===== src/rtl/multicycle_ctrl_if.sv =====
`default_nettype none
// +--------------------------------------------------------------------+
// | Module   : multicycle_ctrl_if                                      |
// | Brief    : Shared instruction/data memory request/ready handshake. |
// | Revision : 1.0                                                     |
// +--------------------------------------------------------------------+
interface multicycle_ctrl_if;
   logic mem_req;
   logic mem_we;
   logic i_or_d;
   logic mem_ready;

   modport master (
      output mem_req,
      output mem_we,
      output i_or_d,
      input  mem_ready
   );

   modport slave (
      input  mem_req,
      input  mem_we,
      input  i_or_d,
      output mem_ready
   );
endinterface
`default_nettype wire


===== src/rtl/multicycle_ctrl.sv =====
`default_nettype none
// +--------------------------------------------------------------------+
// | Module   : multicycle_ctrl                                         |
// | Brief    : Moore FSM sequencing a multi-cycle MIPS datapath with   |
// |            handshaked memory and a retired-instruction counter.    |
// | Revision : 1.0                                                     |
// +--------------------------------------------------------------------+
module multicycle_ctrl (
   input  wire logic        clk,
   input  wire logic        reset,
   input  wire logic [5:0]  opcode,
   input  wire logic [5:0]  funct,
   input  wire logic        zero,
   multicycle_ctrl_if.master mem,
   output logic             pc_we,
   output logic             ir_we,
   output logic             reg_we,
   output logic [1:0]       reg_dst,
   output logic [1:0]       mem_to_reg,
   output logic             alu_src_a,
   output logic [1:0]       alu_src_b,
   output logic [2:0]       alu_ctrl,
   output logic             ext_op,
   output logic [1:0]       pc_src,
   output logic [3:0]       state,
   output logic             illegal,
   output logic [31:0]      retired
);

   localparam logic [3:0] S_FETCH    = 4'd0;
   localparam logic [3:0] S_DECODE   = 4'd1;
   localparam logic [3:0] S_MEM_ADDR = 4'd2;
   localparam logic [3:0] S_MEM_RD   = 4'd3;
   localparam logic [3:0] S_MEM_WB   = 4'd4;
   localparam logic [3:0] S_MEM_WR   = 4'd5;
   localparam logic [3:0] S_EXEC_R   = 4'd6;
   localparam logic [3:0] S_R_WB     = 4'd7;
   localparam logic [3:0] S_EXEC_I   = 4'd8;
   localparam logic [3:0] S_I_WB     = 4'd9;
   localparam logic [3:0] S_BRANCH   = 4'd10;
   localparam logic [3:0] S_JUMP     = 4'd11;
   localparam logic [3:0] S_JR       = 4'd12;
   localparam logic [3:0] S_ILLEGAL  = 4'd13;

   localparam logic [5:0] OP_RTYPE = 6'b000000;
   localparam logic [5:0] OP_ORI   = 6'b001101;
   localparam logic [5:0] OP_LUI   = 6'b001111;
   localparam logic [5:0] OP_LW    = 6'b100011;
   localparam logic [5:0] OP_SW    = 6'b101011;
   localparam logic [5:0] OP_BEQ   = 6'b000100;
   localparam logic [5:0] OP_J     = 6'b000010;
   localparam logic [5:0] OP_JAL   = 6'b000011;

   localparam logic [5:0] FN_SLL   = 6'b000000;
   localparam logic [5:0] FN_JR    = 6'b001000;
   localparam logic [5:0] FN_ADDU  = 6'b100001;
   localparam logic [5:0] FN_SUBU  = 6'b100011;

   localparam logic [2:0] ALU_ADD  = 3'd0;
   localparam logic [2:0] ALU_SUB  = 3'd1;
   localparam logic [2:0] ALU_OR   = 3'd2;
   localparam logic [2:0] ALU_LUI  = 3'd3;

   logic [3:0]  r_state;
   logic [31:0] r_retired;
   logic [3:0]  w_next;
   logic        w_retire;
   logic        w_mem_req;
   logic        w_mem_we;
   logic        w_i_or_d;

   always_comb begin
      w_next     = r_state;
      w_retire   = 1'b0;
      w_mem_req  = 1'b0;
      w_mem_we   = 1'b0;
      w_i_or_d   = 1'b0;
      pc_we      = 1'b0;
      ir_we      = 1'b0;
      reg_we     = 1'b0;
      reg_dst    = 2'd0;
      mem_to_reg = 2'd0;
      alu_src_a  = 1'b0;
      alu_src_b  = 2'd0;
      alu_ctrl   = ALU_ADD;
      ext_op     = 1'b0;
      pc_src     = 2'd0;
      illegal    = 1'b0;

      case (r_state)
         S_FETCH: begin
            // PC+4 is written straight from the ALU while IR captures the word
            w_mem_req = 1'b1;
            alu_src_b = 2'd1;
            if (mem.mem_ready) begin
               ir_we  = 1'b1;
               pc_we  = 1'b1;
               w_next = S_DECODE;
            end
         end

         S_DECODE: begin
            alu_src_b = 2'd3;
            ext_op    = 1'b1;
            case (opcode)
               OP_RTYPE: begin
                  case (funct)
                     FN_ADDU, FN_SUBU: w_next = S_EXEC_R;
                     FN_JR:            w_next = S_JR;
                     FN_SLL: begin
                        w_next   = S_FETCH;
                        w_retire = 1'b1;
                     end
                     default:          w_next = S_ILLEGAL;
                  endcase
               end
               OP_ORI, OP_LUI: w_next = S_EXEC_I;
               OP_LW, OP_SW:   w_next = S_MEM_ADDR;
               OP_BEQ:         w_next = S_BRANCH;
               OP_J, OP_JAL:   w_next = S_JUMP;
               default:        w_next = S_ILLEGAL;
            endcase
         end

         S_MEM_ADDR: begin
            alu_src_a = 1'b1;
            alu_src_b = 2'd2;
            ext_op    = 1'b1;
            w_next    = (opcode == OP_LW) ? S_MEM_RD : S_MEM_WR;
         end

         S_MEM_RD: begin
            w_mem_req = 1'b1;
            w_i_or_d  = 1'b1;
            if (mem.mem_ready) begin
               w_next = S_MEM_WB;
            end
         end

         S_MEM_WB: begin
            reg_we     = 1'b1;
            mem_to_reg = 2'd1;
            w_next     = S_FETCH;
            w_retire   = 1'b1;
         end

         S_MEM_WR: begin
            w_mem_req = 1'b1;
            w_mem_we  = 1'b1;
            w_i_or_d  = 1'b1;
            if (mem.mem_ready) begin
               w_next   = S_FETCH;
               w_retire = 1'b1;
            end
         end

         S_EXEC_R: begin
            alu_src_a = 1'b1;
            alu_ctrl  = (funct == FN_SUBU) ? ALU_SUB : ALU_ADD;
            w_next    = S_R_WB;
         end

         S_R_WB: begin
            reg_we   = 1'b1;
            reg_dst  = 2'd1;
            w_next   = S_FETCH;
            w_retire = 1'b1;
         end

         S_EXEC_I: begin
            alu_src_a = 1'b1;
            alu_src_b = 2'd2;
            alu_ctrl  = (opcode == OP_LUI) ? ALU_LUI : ALU_OR;
            w_next    = S_I_WB;
         end

         S_I_WB: begin
            reg_we   = 1'b1;
            w_next   = S_FETCH;
            w_retire = 1'b1;
         end

         S_BRANCH: begin
            alu_src_a = 1'b1;
            alu_ctrl  = ALU_SUB;
            pc_we     = zero;
            pc_src    = 2'd1;
            w_next    = S_FETCH;
            w_retire  = 1'b1;
         end

         S_JUMP: begin
            // PC already holds PC+4 here, which is the jal link value
            pc_we  = 1'b1;
            pc_src = 2'd2;
            if (opcode == OP_JAL) begin
               reg_we     = 1'b1;
               reg_dst    = 2'd2;
               mem_to_reg = 2'd2;
            end
            w_next   = S_FETCH;
            w_retire = 1'b1;
         end

         S_JR: begin
            pc_we    = 1'b1;
            pc_src   = 2'd3;
            w_next   = S_FETCH;
            w_retire = 1'b1;
         end

         S_ILLEGAL: begin
            illegal = 1'b1;
            w_next  = S_ILLEGAL;
         end

         default: w_next = S_FETCH;
      endcase

      // Abandon any in-flight access without a write while reset is held
      if (!reset) begin
         w_mem_req = 1'b0;
         w_mem_we  = 1'b0;
         pc_we     = 1'b0;
         ir_we     = 1'b0;
         reg_we    = 1'b0;
      end
   end

   always_ff @(posedge clk) begin
      if (!reset) begin
         r_state   <= S_FETCH;
         r_retired <= 32'd0;
      end else begin
         r_state <= w_next;
         if (w_retire) begin
            r_retired <= r_retired + 32'd1;
         end
      end
   end

   assign mem.mem_req = w_mem_req;
   assign mem.mem_we  = w_mem_we;
   assign mem.i_or_d  = w_i_or_d;
   assign state       = r_state;
   assign retired     = r_retired;

endmodule
`default_nettype wire


===== src/flat_wrapper.sv =====
// flat-port wrapper written by rule: the top's interface ports become plain ports
module multicycle_ctrl_flat 
  (clk, reset, opcode, funct, zero, pc_we, ir_we, reg_we, reg_dst, mem_to_reg, alu_src_a, alu_src_b, alu_ctrl, ext_op, pc_src, state, illegal, retired, mem_mem_req, mem_mem_we, mem_i_or_d, mem_mem_ready);
  multicycle_ctrl_if mem_i ();
  input  wire logic clk;
  input  wire logic reset;
  input  wire logic [5:0] opcode;
  input  wire logic [5:0] funct;
  input  wire logic zero;
  output logic pc_we;
  output logic ir_we;
  output logic reg_we;
  output logic [1:0] reg_dst;
  output logic [1:0] mem_to_reg;
  output logic alu_src_a;
  output logic [1:0] alu_src_b;
  output logic [2:0] alu_ctrl;
  output logic ext_op;
  output logic [1:0] pc_src;
  output logic [3:0] state;
  output logic illegal;
  output logic [31:0] retired;
  output wire logic [$bits(mem_i.mem_req)-1:0] mem_mem_req;
  output wire logic [$bits(mem_i.mem_we)-1:0] mem_mem_we;
  output wire logic [$bits(mem_i.i_or_d)-1:0] mem_i_or_d;
  input wire logic [$bits(mem_i.mem_ready)-1:0] mem_mem_ready;
  assign mem_mem_req = mem_i.mem_req;
  assign mem_mem_we = mem_i.mem_we;
  assign mem_i_or_d = mem_i.i_or_d;
  assign mem_i.mem_ready = mem_mem_ready;
  multicycle_ctrl u_core (.clk(clk), .reset(reset), .opcode(opcode), .funct(funct), .zero(zero), .mem(mem_i), .pc_we(pc_we), .ir_we(ir_we), .reg_we(reg_we), .reg_dst(reg_dst), .mem_to_reg(mem_to_reg), .alu_src_a(alu_src_a), .alu_src_b(alu_src_b), .alu_ctrl(alu_ctrl), .ext_op(ext_op), .pc_src(pc_src), .state(state), .illegal(illegal), .retired(retired));
endmodule

===== config.mk =====
export PLATFORM = sky130hd
export DESIGN_NAME = multicycle_ctrl_flat
export DESIGN_NICKNAME = d
export VERILOG_FILES = /design/src/rtl/multicycle_ctrl_if.sv /design/src/rtl/multicycle_ctrl.sv /design/src/flat_wrapper.sv
export SDC_FILE = /design/constraint.sdc
export NUM_CORES = 1
export LEC_CHECK = 0
export CAP_MARGIN = 20
export CORE_UTILIZATION = 48
export DETAILED_ROUTE_END_ITERATION = 10
export PLACE_DENSITY_LB_ADDON = 0.1
export SETUP_SLACK_MARGIN = 0.2
export SLEW_MARGIN = 40
export SYNTH_ARGS = -nofsm -noshare
export SYNTH_HDL_FRONTEND = slang
export SYNTH_SLANG_ARGS = --single-unit

===== constraint.sdc =====
create_clock -name clk -period 2.53 [get_ports clk]
set_clock_uncertainty 0.05 [all_clocks]
set_input_delay 0.506 -clock clk [delete_from_list [all_inputs] [get_ports clk]]
set_output_delay 0.506 -clock clk [all_outputs]
set_load 0.03 [all_outputs]

* Word level (Yosys, flattened, before mapping)
Cells that the tools add are included.
** Operators by class
- Reduce and logical (&&, ||, !) cells :: 16
- Equality and inequality tests :: 26
- Add/subtract/negate cells :: 1
- Multiplexer cells :: 34
** Operators with widths (count)
- adder 32 x 1 -> 32 bit, second input constant :: 1
- case mux 4 bit (8 select lines) :: 1
- == test 4 bit, second input constant :: 6
- == test 6 bit, second input constant :: 4
- case mux 4 bit (5 select lines) :: 1
- == test 6 x 4 -> 1 bit, second input constant :: 3
- 2-to-1 mux 1 bit :: 18
- == test 4 x 3 -> 1 bit, second input constant :: 4
- OR reduction 2 bit :: 8
- == test 6 x 2 -> 1 bit, second input constant :: 2
- zero test 6 bit :: 2
- 2-to-1 mux 4 bit :: 3
- case mux 2 bit (3 select lines) :: 2
- case mux 4 bit (3 select lines) :: 1
- case mux 3 bit (3 select lines) :: 1
- == test 4 x 2 -> 1 bit, second input constant :: 2
- case mux 2 bit (2 select lines) :: 2
- == test 6 x 3 -> 1 bit, second input constant :: 1
- != test 2 bit, second input constant :: 3
- case mux 1 bit (3 select lines) :: 2
- OR reduction 3 bit :: 2
- OR reduction 6 bit :: 1
- == test 4 x 1 -> 1 bit, second input constant :: 1
- zero test 4 bit :: 1
- other kinds (5) :: 5
** Word-level totals
- Output and inout port bits :: 56
- Word-level logic and storage cells :: 79
- Flip-flop bits (word level) :: 36

* Longest topological paths before layout
Gate-level depths: netlist of run 1.
- Word-level depth :: 5
- Mapped depth :: 9
- Depth with buffers taken out :: 6

* Least setup slack after synthesis of run 1
OpenSTA, ideal clock, no wires.
- Kind :: reg2out
- Start :: register u_core.r_state[0], in the netlist u_core.state[0]
- End :: output port reg_we
- Path buffers :: 1
- Arrival :: 2610 ps
- Data required time :: 1974 ps
- Stages on the path, launching flop included :: 5
- Setup slack :: -636 ps
- Path through :: dfxtp_1 -> clkbuf_1 -> nand3_1 -> nor4b_1 -> o31a_1
** On the way
- Cells in the longest elaborated chain, start to end :: 4
** RTL lines
- from (decl) :: RTL line multicycle_ctrl.sv:64 : logic [3:0] r_state;
- from (signal assigned) :: RTL line multicycle_ctrl.sv:235 : r_state <= w_next;
- == test 4 x 3 -> 1 bit or == test 4 bit (tied branches) :: RTL line multicycle_ctrl.sv:90 : case (r_state)
- OR reduction 3 bit (no source line)
- case mux 1 bit (2 select lines) * :: RTL line multicycle_ctrl.sv:90
- 2-to-1 mux 1 bit * :: RTL line multicycle_ctrl.sv:221 : if (!reset) begin
- to (decl) :: RTL line flat_wrapper.sv:12 : output logic reg_we;
Mark *: on every way between the ends. The rest lies on a longest branch, timed or not.

* Worst setup path after layout of run 1
- Start :: input port reset
- End :: output port pc_we
** On the way
- Cells in the longest elaborated chain, start to end :: 1
** RTL lines
- from (decl) :: RTL line flat_wrapper.sv:6 : input wire logic reset;
- 2-to-1 mux 1 bit :: RTL line multicycle_ctrl.sv:221
- to (decl) :: RTL line flat_wrapper.sv:10 : output logic pc_we;
No other way between the ends.

==> qor.csv, run 1 <==
metric,value,unit
WS Path Type,in -> out,
total power,2.133,mW
CTS tree,built,
# clock sinks,36,
"Distinct cells, synth",49,
Syn Std Cell Area,2421,um2
via-per-instance ratio,5.907,
"Seq/Total Area, Yosys",0.2977,
post-layout min period,2277,ps
HPWL Detailed,5004,um
fillers,339,
port buffer count,70,
gr usage total,0.2847,
Max transition margin,0.6663,
fin util,0.7987,
Syn Area/Cell,7.227,um2
TritonCTS Buffers,5,
global route overflow,0,
WL/cell,14.74,um
Arrival @ worst endpoint,1720,ps
gpl congestion,0.9170,
clock root buffer,clkbuf_8,
first-pass detailed-route iteration total,4,
"top cells by area, synth","dfxtp_1 (30%), a21oi_1 (7.0%), or4_1 (5.3%)",
"Net count, final",464,
Crit path largest cell delay,510,ps
1st-iter DRT viols,163,
first-pass GRT wire length,12080,um
Initial Utilization,0.5059,
PD cells,557.9,nW/um2
I/O pin total,72,
top_reg_cell synth,dfxtp_1,
CORE AREA,4786,um2
Yosys reg bits,36,
"Area growth, synth to finish",57.88,%
"count leader, synth",dfxtp_1,
Cell Rows,25,
RSZ-0062 raised after global routing,no,
number of synthesized flops with an enable pin,0,
Synth area leader,dfxtp_1,
period utilization,0.9001,
P_leak,1.388,nW
n_diodes,0,
area share of the largest cell type after synthesis,0.2977,
Residual DRC,0,
Max-Cap Viols,0,
layout cell share with drive strength beyond 1,0.2612,
"CP delay by family, top",buffers and inverters,
Critical Path RT,1970,ps
Clock Pin Slew Worst Setup and Hold Paths,80,ps
fin cells,515,
Fin. Hold Viols,0,
antenna violations before repair,0,
async set or reset register ratio after synthesis,0,
status,completed,
Crit. End Element,output port,
worst hold path class,reg -> reg,
CTS Hold Bufs,0,
FMAX,0.4391,GHz
vias in the first global route,2674,
CP Buf/Inv Count,3,
Die ar.,5332,um2
largest net degree at the start of global routing,18,
die extent in x,73.02,um
DRT antenna net count,0,
Post-synth top cells,"dfxtp_1 (36), a21oi_1 (34), nor2_1 (33)",
syn nets,352,
Post-Route WL,7593,um
"Max FO, Critical Path",6,
Syn Inst Count,335,
worst-margin pin slew,500.6,ps
setup violators final,0,
Max Slew Vio Count,0,
Longest Clk Path Bufs,2,
Placed Cells incl. Taps,488,
Peak VDD IR,422.5,uV
"Max stage delay cell, worst path",clkdlybuf4s50_1,
die height,73.02,um
Critical Path Start Type,input pin,
Synth warnings,0,
Vias,3042,
clock insertion delay at the later pin of the skew report,290,ps
critical path cell sequence,clkdlybuf4s50_1 > clkinv_1 > a211oi_4 > buf_6,
htree depth,2,
-- layout make-up --
type                    instances  area (um2)  area share
clock buffers                   6       72.57     0.01899
clock inverters                 2       35.03    0.009165
inverters                      10       37.54    0.009820
multi-input cells             268        1738      0.4547
flip-flops and latches         36       730.7      0.1912
well taps                      67       83.83     0.02193
repair buffers                126        1125      0.2943
-- routing by layer --
metal / vias to the layer above / wire [um] / global-route usage
met5: - / 0 / 0
met4: 0 / 123 / 0.06754
met3: 15 / 381 / 0.04696
met2: 115 / 3783 / 0.4877
met1: 1430 / 3304 / 0.3722
li1: 1482 / - / -
-- registers in the layout, summed over array words and instances (netlist names) --
register and cells:
u_core.retired 32, u_core.state 4
-- worst reg2reg max path: cells and delay by family, from the launching register on --
| kind | cells | cell delay, ps |
|---|---|---|
| buffers and inverters | 3 | 430 |
| AOI/OAI and AO/OA | 2 | 250 |
| and+or+nand+nor | 3 | 1110 |
| DFF | 1 | 360 |
-- layout by cell type (no fill, tap or decap), types with 5 or more instances in the layout --
master and count:
a21oi_1 31, buf_4 49, buf_6 14, clkbuf_2 5, clkbuf_8 5, clkdlybuf4s50_1 38
dfxtp_1 32, dlygate4sd2_1 11, inv_1 7, nand2_1 24, nand3_1 14, nand4_1 11
nor2_1 30, nor3_1 12, o21a_1 8, o21ai_0 23, o31ai_1 14, or3_1 12
or4_1 13
-- cell families (layout without fill, tap and decap cells) --
group	Yosys count	count (layout)	share of synthesized area
AO/OA/AOI/OAI	97	99	0.2450
XOR/XNOR	4	4	0.01447
adder cells (fa/ha/maj)	1	1	0.005167
buffers and inverters	33	144	0.06150
flip-flops	36	36	0.2977
multiplexers	1	1	0.004135
other	1	1	0.001549
AND/OR/NAND/NOR	162	162	0.3705
-- through the flow --
stage / setup TNS, ps / setup slack, ps / area (um2) / hold slack [ps]
after floorplan: 0 / 135.5 / 2495 / 552.8
after global placement: -8279 / -306.1 / 3440 / 413.1
after detailed placement: -9832 / -368.5 / 3440 / 427.1
after CTS: 0 / 180.2 / 3760 / 437.7
after global routing: 0 / 182.0 / 3822 / 473.8
final: 0 / 252.7 / 3822 / 437.7
-- report_power, final --
group	leakage (nW)	internal [mW]	switching [mW]
logic	1.04	0.421	0.583
clock network	0.0552	0.293	0.209
registers	0.293	0.588	0.0389
total	1.39	1.30	0.831
-- final timing paths --
| kind | from | to | slack [ps] | cells after the start |
|---|---|---|---|---|
| worst max register to register | u_core.state[1]$_SDFFE_PN0P_ | u_core.retired[11]$_SDFFE_PN0P_ | 280 | 8 |
| worst min register to register | u_core.retired[31]$_SDFFE_PN0P_ | u_core.retired[31]$_SDFFE_PN0P_ | 440 | 2 |
| worst max-delay path | reset | pc_we | 250 | 4 |
| worst min-delay path | u_core.retired[31]$_SDFFE_PN0P_ | u_core.retired[31]$_SDFFE_PN0P_ | 440 | 2 |
-- repair_timing --
action / 4_1_cts / 5_1_grt
pin swaps: 20 / 16
endpoints found under the setup margin: 48 / 30
cloned: 4 / 0
buffers inserted: 11 / 4
gates resized for setup: 57 / 27
Power figures use the tool's default switching activity.
==> inputs of run 2 (changes only) <==
==> constraint.sdc (replaced) <==
create_clock -name clk -period 2.4 [get_ports clk]
set_clock_uncertainty 0.05 [all_clocks]
set_input_delay 0.48 -clock clk [delete_from_list [all_inputs] [get_ports clk]]
set_output_delay 0.48 -clock clk [all_outputs]
set_load 0.03 [all_outputs]
==> run 2 against run 1 <==
Compared with the run above: first-iteration DRC count grew 44%; count of clock-buffer cells in the layout unchanged; final cell count grew 1.9%; cell area increased by 4.6%; utilization increased by 3.7 points; highest routed layer unchanged; flip-flop and latch count unchanged; power rose by 7.6%; worst setup slack worse by 140 ps; non-clock buffer count is 10 higher; critical path depth is 2 higher; global-route usage increased by 1.5 points; clock power shrank 10%.
==> qor.csv, run 2 (synthesis results as in run 1) <==
metric,value,unit
reg2reg end,u_core.retired[16]$_SDFFE_PN0P_,
Fin. Hold Viols,0,
fin util,0.8358,
Placed Cells incl. Taps,492,
WL/cell,16.85,um
Area after DPL,3496,um2
Cell Rows,25,
vias in the first global route,2815,
hold slack,451.4,ps
P_leak,1.468,nW
"Max FO, Critical Path",6,
crit path to,pc_we,
setup violators final,0,
n_diodes,0,
layout cell share with drive strength beyond 1,0.3319,
via-per-instance ratio,6.196,
I/O pin total,72,
total power,2.295,mW
clock root buffer,clkbuf_8,
"commonest non-fill, non-tap cell in the layout",buf_4,
"Area growth, synth to finish",65.22,%
Reg2Reg Setup Slack,120,ps
die extent in x,73.02,um
Max-Cap Viols,0,
max reg flops,32,
htree depth,2,
most frequent cells in the layout,"buf_4 (55), clkdlybuf4s50_1 (36), dfxtp_1 (30)",
first-pass detailed-route iteration total,7,
CTS Hold Bufs,0,
CORE AREA,4786,um2
port buffer count,70,
Post-Route WL,8846,um
first-pass GRT wire length,12780,um
DRT antenna net count,0,
Longest Clk Path Bufs,2,
Setup WS post-layout,112.7,ps
die height,73.02,um
post-layout min period,2287,ps
HPWL Detailed,5109,um
Final TNS setup,0,ps
antenna violations before repair,0,
Critical Path Start Type,flip-flop,
pre-CTS setup slack,-457.0,ps
clock insertion delay at the later pin of the skew report,280,ps
HP Start,u_core.retired[29]$_SDFFE_PN0P_,
PD cells,573.8,nW/um2
# clock sinks,36,
gpl congestion,0.9649,
Worst R2R Start,u_core.state[3]$_SDFFE_PN0P_,
FF-to-FF path depth,8,
Max Slew Vio Count,0,
CP startpoint,u_core.state[1]$_SDFFE_PN0P_,
fin cells,525,
Initial Utilization,0.5059,
worst hold path class,reg -> reg,
1st-iter DRT viols,235,
gr usage total,0.3001,
FMAX,0.4372,GHz
global route overflow,0,
Vias,3253,
CTS tree,built,
Residual DRC,0,
Arrival @ worst endpoint,1760,ps
TritonCTS Buffers,5,
Die ar.,5332,um2
status,completed,
"Net count, final",474,
Peak VDD IR,401.7,uV
Crit. End Element,output port,
WS Path Type,reg -> out,
period utilization,0.9530,
fin area,4000,um2
RSZ-0062 raised after global routing,yes,
largest net degree at the start of global routing,26,
Clock Pin Slew Worst Setup and Hold Paths,80,ps
Critical Path RT,1870,ps
[run 2: area by class of cell]
type | instances | area [um2]
clock buffer | 6 | 82.58
clock inverter | 2 | 10.01
fill | 281 | 785.8
inverter | 10 | 48.80
multi-input combinational | 268 | 1813
sequential | 36 | 730.7
tap | 67 | 83.83
timing repair buffer | 136 | 1231
[run 2: worst min path at each step]
stage	end	cells after the start
3_5_place_dp	u_core.retired[31]$_SDFFE_PN0P_	2
2_1_floorplan	u_core.retired[31]$_SDFFE_PN0P_	2
3_3_place_gp	u_core.retired[31]$_SDFFE_PN0P_	2
5_1_grt	u_core.retired[22]$_SDFFE_PN0P_	2
4_1_cts	u_core.retired[31]$_SDFFE_PN0P_	2
6_report	u_core.retired[29]$_SDFFE_PN0P_	2
[run 2: critical path, stage by stage, from the launching register on]
cell	delay [ps]
dfxtp_4	370
buf_8	150
buf_6	130
nor2_1	180
o21ai_1	180
a211oi_4	300
buf_6	170
[run 2: layer usage]
layer | vias to the layer above | GRT usage | part of all wire
met5 | - | 0 | 0
met4 | 0 | 0.1024 | 0.033
met3 | 40 | 0.05387 | 0.079
met2 | 224 | 0.5113 | 0.48
met1 | 1492 | 0.3793 | 0.40
li1 | 1497 | - | -
[run 2: where the power goes]
part,internal (mW),switching [mW],leakage [nW]
clock network,0.229,0.220,0.0510
logic,0.492,0.705,1.12
registers,0.620,0.0291,0.293
total,1.34,0.954,1.47
[run 2: timing repair]
action                     4_1_cts  5_1_grt
buffers inserted                11       11
resized for setup               74       60
cloned                           3        0
setup endpoints to repair       51       46
pin swaps                       32       31
